===== src/rtl/mac_requant.sv =====
// mac_requant: streams MAC accumulators through scale/round-shift/relu/zero-point/saturate
// as a three-stage handshaked pipeline framed into OUTPUT_SHAPE_1 x OUTPUT_SHAPE_2 matrices.
module mac_requant #(
    parameter int ACC_WIDTH      = 32,
    parameter int DATA_WIDTH     = 8,
    parameter int SCALE_WIDTH    = 16,
    parameter int SHIFT_WIDTH    = 5,
    parameter int OUTPUT_SHAPE_1 = 128,
    parameter int OUTPUT_SHAPE_2 = 3072,
    parameter int RELU_EN        = 1
) (
    input  logic                          clk_p,
    input  logic                          rst_p,
    input  logic                          start,
    input  logic                          in_valid,
    output logic                          in_ready,
    input  logic signed [ACC_WIDTH-1:0]   in_data,
    input  logic        [SCALE_WIDTH-1:0] scale,
    input  logic        [SHIFT_WIDTH-1:0] shift,
    input  logic signed [DATA_WIDTH-1:0]  zero_point,
    output logic                          out_valid,
    input  logic                          out_ready,
    output logic signed [DATA_WIDTH-1:0]  out_data,
    output logic                          out_last_col,
    output logic                          out_last,
    output logic                          busy,
    output logic                          done,
    output logic                          sat_flag
);
    localparam int PW = ACC_WIDTH + SCALE_WIDTH + 1;
    localparam int CW = OUTPUT_SHAPE_2 > 1 ? $clog2(OUTPUT_SHAPE_2) : 1;
    localparam int RW = OUTPUT_SHAPE_1 > 1 ? $clog2(OUTPUT_SHAPE_1) : 1;
    localparam logic signed [PW:0] QMAX = (PW+1)'(2**(DATA_WIDTH-1) - 1);
    localparam logic signed [PW:0] QMIN = -QMAX - 1;
    typedef enum logic [1:0] {IDLE, RUN, DRAIN} state_t;
    state_t                 state;
    logic [CW-1:0]          col;
    logic [RW-1:0]          row;
    logic                   v1, v2, lc1, lc2, l1, l2;
    logic signed [PW-1:0]   p1, prod;
    logic signed [PW:0]     r2, rnd, rsh, relu, q;
    logic        [PW:0]     half;
    logic signed [DATA_WIDTH-1:0] qs;
    logic                   advance, acc, at_lc, at_l, clamp;
    assign advance  = !out_valid || out_ready;
    assign in_ready = (state == RUN) && advance;
    assign busy     = state != IDLE;
    assign acc      = in_valid && in_ready;
    assign at_lc    = col == CW'(OUTPUT_SHAPE_2 - 1);
    assign at_l     = at_lc && row == RW'(OUTPUT_SHAPE_1 - 1);
    // scale is unsigned, so it is zero-extended into the signed product
    always_comb begin
        prod  = in_data * $signed({1'b0, scale});
        half  = (shift == '0) ? '0 : (PW+1)'(1) << (shift - 1'b1);
        rnd   = p1 + $signed(half);
        rsh   = rnd >>> shift;
        relu  = (RELU_EN != 0 && r2 < 0) ? '0 : r2;
        q     = relu + zero_point;
        clamp = q > QMAX || q < QMIN;
        qs    = q > QMAX ? QMAX[DATA_WIDTH-1:0] : q < QMIN ? QMIN[DATA_WIDTH-1:0] : q[DATA_WIDTH-1:0];
    end
    always_ff @(posedge clk_p) begin
        if (rst_p) begin
            state        <= IDLE;
            col          <= '0;
            row          <= '0;
            {v1, v2, lc1, lc2, l1, l2} <= '0;
            p1           <= '0;
            r2           <= '0;
            out_valid    <= 1'b0;
            out_data     <= '0;
            out_last_col <= 1'b0;
            out_last     <= 1'b0;
            done         <= 1'b0;
            sat_flag     <= 1'b0;
        end else begin
            done <= 1'b0;
            if (state == IDLE && start) begin
                state    <= RUN;
                col      <= '0;
                row      <= '0;
                sat_flag <= 1'b0;
            end
            if (acc) begin
                col <= at_lc ? '0 : col + 1'b1;
                if (at_lc) row <= at_l ? '0 : row + 1'b1;
                if (at_l) state <= DRAIN;
            end
            if (state == DRAIN && out_valid && out_ready && out_last) begin
                state <= IDLE;
                done  <= 1'b1;
            end
            // every stage moves together, so empty slots travel as bubbles
            if (advance) begin
                v1           <= acc;
                p1           <= prod;
                lc1          <= at_lc;
                l1           <= at_l;
                v2           <= v1;
                r2           <= rsh;
                lc2          <= lc1;
                l2           <= l1;
                out_valid    <= v2;
                out_data     <= qs;
                out_last_col <= lc2;
                out_last     <= l2;
                if (v2 && clamp) sat_flag <= 1'b1;
            end
        end
    end
endmodule


===== config.mk =====
export PLATFORM = sky130hd
export DESIGN_NAME = mac_requant
export DESIGN_NICKNAME = d
export VERILOG_FILES = /design/src/rtl/mac_requant.sv
export SDC_FILE = /design/constraint.sdc
export NUM_CORES = 2
export LEC_CHECK = 0
export CORE_ASPECT_RATIO = 2
export CORE_MARGIN = 4
export CORE_UTILIZATION = 50
export CTS_CLUSTER_SIZE = 28
export DETAILED_ROUTE_END_ITERATION = 8
export GPL_TIMING_DRIVEN = 0
export PLACE_DENSITY_LB_ADDON = 0.25
export SLEW_MARGIN = 0
export SYNTH_ARGS = -nofsm -noshare
export SYNTH_HDL_FRONTEND = slang
export SYNTH_SLANG_ARGS = --single-unit

===== constraint.sdc =====
create_clock -name clk_p -period 6.22 [get_ports clk_p]
set_input_delay 0.622 -clock clk_p [delete_from_list [all_inputs] [get_ports clk_p]]
set_output_delay 0.622 -clock clk_p [all_outputs]
set_load 0.02 [all_outputs]

==> impl_metrics.yaml <==
status:
  status: "finished, violations left"
  violations: "setup timing"
synth:
  syn-cell-area_um2: 33000
  ys.flop_type: "dfxtp_1"
  ys_warn_count: 0
  ys_ff_latch: 139
  synth_top_area_share_pct: 29.8
  syn-mean-instance-area_um2: 7.92
  syn-num-nets: 4925
  synth.distinct_cells: 96
  synth-edff-count: 0
  synth_largest_area_cell: "fa_1"
  yosysSeqAreaShare_pct: 8.44
  synth-async-reset-ratio_pct: 0
  syn_inst: 4166
  synthTopCellsByArea: "fa_1 (30%), dfxtp_1 (8.4%), ha_1 (7.7%), inv_1 (7.1%), nand2_1 (6.4%)"
global_route:
  grt_overflow: 0
  grt.total_usage_pct: 39.6
  antenna_found_initial: 7
  grt_max_degree: 45
  grt_pass1_vias: 34300
  grt_pass1_wl_um: 207000
setup_path:
  crit_fanout: 8
  rr_startpoint: "r2[49]$_SDFFE_PP0N_"
  worst-setup-path-type: "in -> reg"
  critPathLaunchType: "input pin"
  worst_path_max_delay_cell: "fa_1"
  cpMostUsedCell: "fa_1"
  cpPeakStageDelay_ps: 600
  cp.required_ps: 6640
  cp-startpoint: "in_data[12]"
  endpoint_kind: "flip-flop"
  arrival_ps: 6720
floorplan:
  io_pins: 81
  coreArea_um2: 65600
  die_y_um: 371
  dieArea_um2: 70400
  start_util_pct: 50.3
  placementRows: 133
  die_width_um: 190
place:
  gp_congestion: 1.05
  dp.cells: 5120
  placed_area_um2: 35200
  io_buffer_count: 77
  hpwl_um: 111000
routing:
  routed_wl_um: 140000
  drtPass1Iterations: 7
  wire_per_inst_um: 26.4
  dr.first_iter.drc_count: 2374
  drc: 0
  viasPerCell: 6.12
  ant_nets: 0
  vias: 32500
timing:
  setup_slack_ps: -85.1
  rsz0062_at_grt: "true"
  worst_pin_slew_ps: 1400
  slew_headroom_pct: 6.72
  setup_tns_ps: -267
  fmax_mhz: 159
  hold_violations: 0
  skew_ps: 30.4
  drv_slew: 0
  layout_min_cycle_time_ps: 6310
  finalCritPeriodShare_pct: 101
  setup_viol: 6
hold_path:
  hp-start: "r2[46]$_SDFFE_PP0N_"
  hold_class: "reg -> reg"
clocking:
  cts_inserted_buffers: 25
  holdBufCountCts: 0
  htree_levels: 4
  clk_path_buf_depth: 3
  worst_skew_pair.late_latency_ps: 540
  clkTransAtPathRegs_ps: 70
  clock_sinks: 139
  cts_tree: "done"
  clockRootBuffer: "clkbuf_16"
final_layout:
  fillers: 5944
  syn_to_final_growth_pct: 19.8
  drive_above_1_share_pct: 15.3
  fin_nets: 5178
  stdcell_area_um2: 39500
  final_util_pct: 60.2
  fin_cells: 5309
flow_run:
  maxCapViolCount: 0
[layout by cell type (no fill, tap or decap), types with 20 or more instances in the layout]
cell type,Yosys,routed
nand2_1,565,550
buf_2,26,31
a211oi_1,53,47
inv_2,1,28
o21ai_1,9,23
clkbuf_1,190,89
nor3_1,62,54
nor2b_1,64,64
xor2_1,42,40
nand4_1,44,44
clkbuf_2,0,20
a21oi_1,257,230
clkbuf_16,0,65
a21o_1,64,64
ha_1,202,173
or3_1,20,20
nor2_1,212,204
buf_6,0,23
and2_1,262,237
buf_4,0,151
and3_1,34,33
xnor2_1,65,62
mux2i_1,50,45
fa_1,491,467
dfxtp_1,139,139
clkbuf_8,0,30
o21ai_0,163,135
and2_4,1,26
a21oi_2,3,22
nand3_1,75,70
ha_4,0,21
o21bai_1,21,20
inv_1,625,595
o211ai_1,46,46
clkdlybuf4s50_1,0,29
fa_2,0,24
[layout make-up]
class / instances / area (um^2) / share of cell area (%)
Buffer: 222 / 2140 / 5.41
Timing Repair Buffer: 231 / 2070 / 5.25
Sequential cell: 139 / 2780 / 7.05
Multi-Input combinational cell: 3174 / 28300 / 71.7
Tap cell: 877 / 1100 / 2.78
Clock buffer: 27 / 653 / 1.65
Clock inverter: 6 / 55.1 / 0.139
Antenna cell: 7 / 17.5 / 0.0443
Inverter: 626 / 2360 / 5.97
[state kept, by name, indices dropped and copies added, names as in the netlist]
name and flops:
r2 50, row 7, lc2 1, p1 49
v1 1, out_data 8, done 1, l2 1
lc1 1, out_last_col 1, out_last 1, col 12
sat_flag 1, l1 1, v2 1, state 2
out_valid 1
[logic make-up (layout without fill, tap and decap cells)]
kind of cell	count (synthesis)	in the layout	share of synthesized area [%]
and+or+nand+nor	1432	1432	21.1
AOI/OAI and AO/OA	861	861	17.2
buffers and inverters	853	1112	9.81
adders and majority gates	693	693	37.5
DFF	139	139	8.44
xor gates and xnor gates	107	107	2.84
muxes	81	81	3.12
other	0	7	0
[stage by stage]
| stage | hold slack [ps] | setup WS, ps |
|---|---|---|
| after floorplan | 408 | -47.7 |
| after global placement | 419 | -3670 |
| after detailed placement | 426 | -3650 |
| after CTS | 439 | -64.9 |
| after global routing | 463 | -255 |
| final | 442 | -85.1 |
[synth_stat cells (65+ instances only)]
| master | instances |
|---|---|
| nand2_1 | 565 |
| dfxtp_1 | 139 |
| and2_1 | 262 |
| o21ai_0 | 163 |
| inv_1 | 625 |
| clkbuf_1 | 190 |
| ha_1 | 202 |
| nor2_1 | 212 |
| a21oi_1 | 257 |
| nand3_1 | 75 |
| xnor2_1 | 65 |
| fa_1 | 491 |
[worst max-delay path, delay by kind of cell]
family	cells	cell delay [ps]
adders and majority gates	7	3370
AOI/OAI and AO/OA	8	1390
buffers and inverters	7	760
and+or+nand+nor	4	450
xor gates and xnor gates	1	80
[layer usage]
| metal | global-route usage (%) | wire, um | part of all wire [%] |
|---|---|---|---|
| met3 | 8.38 | 8140 | 5.8 |
| met5 | 0.214 | 0 | 0 |
| met1 | 33.4 | 40300 | 29 |
| met4 | 44.9 | 21000 | 15 |
| met2 | 70.9 | 70700 | 50 |
[timing repair]
item,CTS,global route
buffers inserted,88,61
resized for setup,638,211
setup endpoints to repair,90,67
pin swaps,113,134
cloned,5,0
[path summary, 6_finish.rpt]
| kind | end | cells past startpoint | slack [ps] |
|---|---|---|---|
| min reg2reg | r2[46]$_SDFFE_PP0N_ | 2 | 440 |
| max reg2reg | out_data[4]$_SDFFE_PP0N_ | 17 | 80 |
| max | p1[45]$_SDFFE_PP0N_ | 27 | -90 |
| min | r2[46]$_SDFFE_PP0N_ | 2 | 440 |
Power is left out: the tool's default activity adds up to more than one toggle a clock period on the data nets, which glitch-free logic cannot reach.
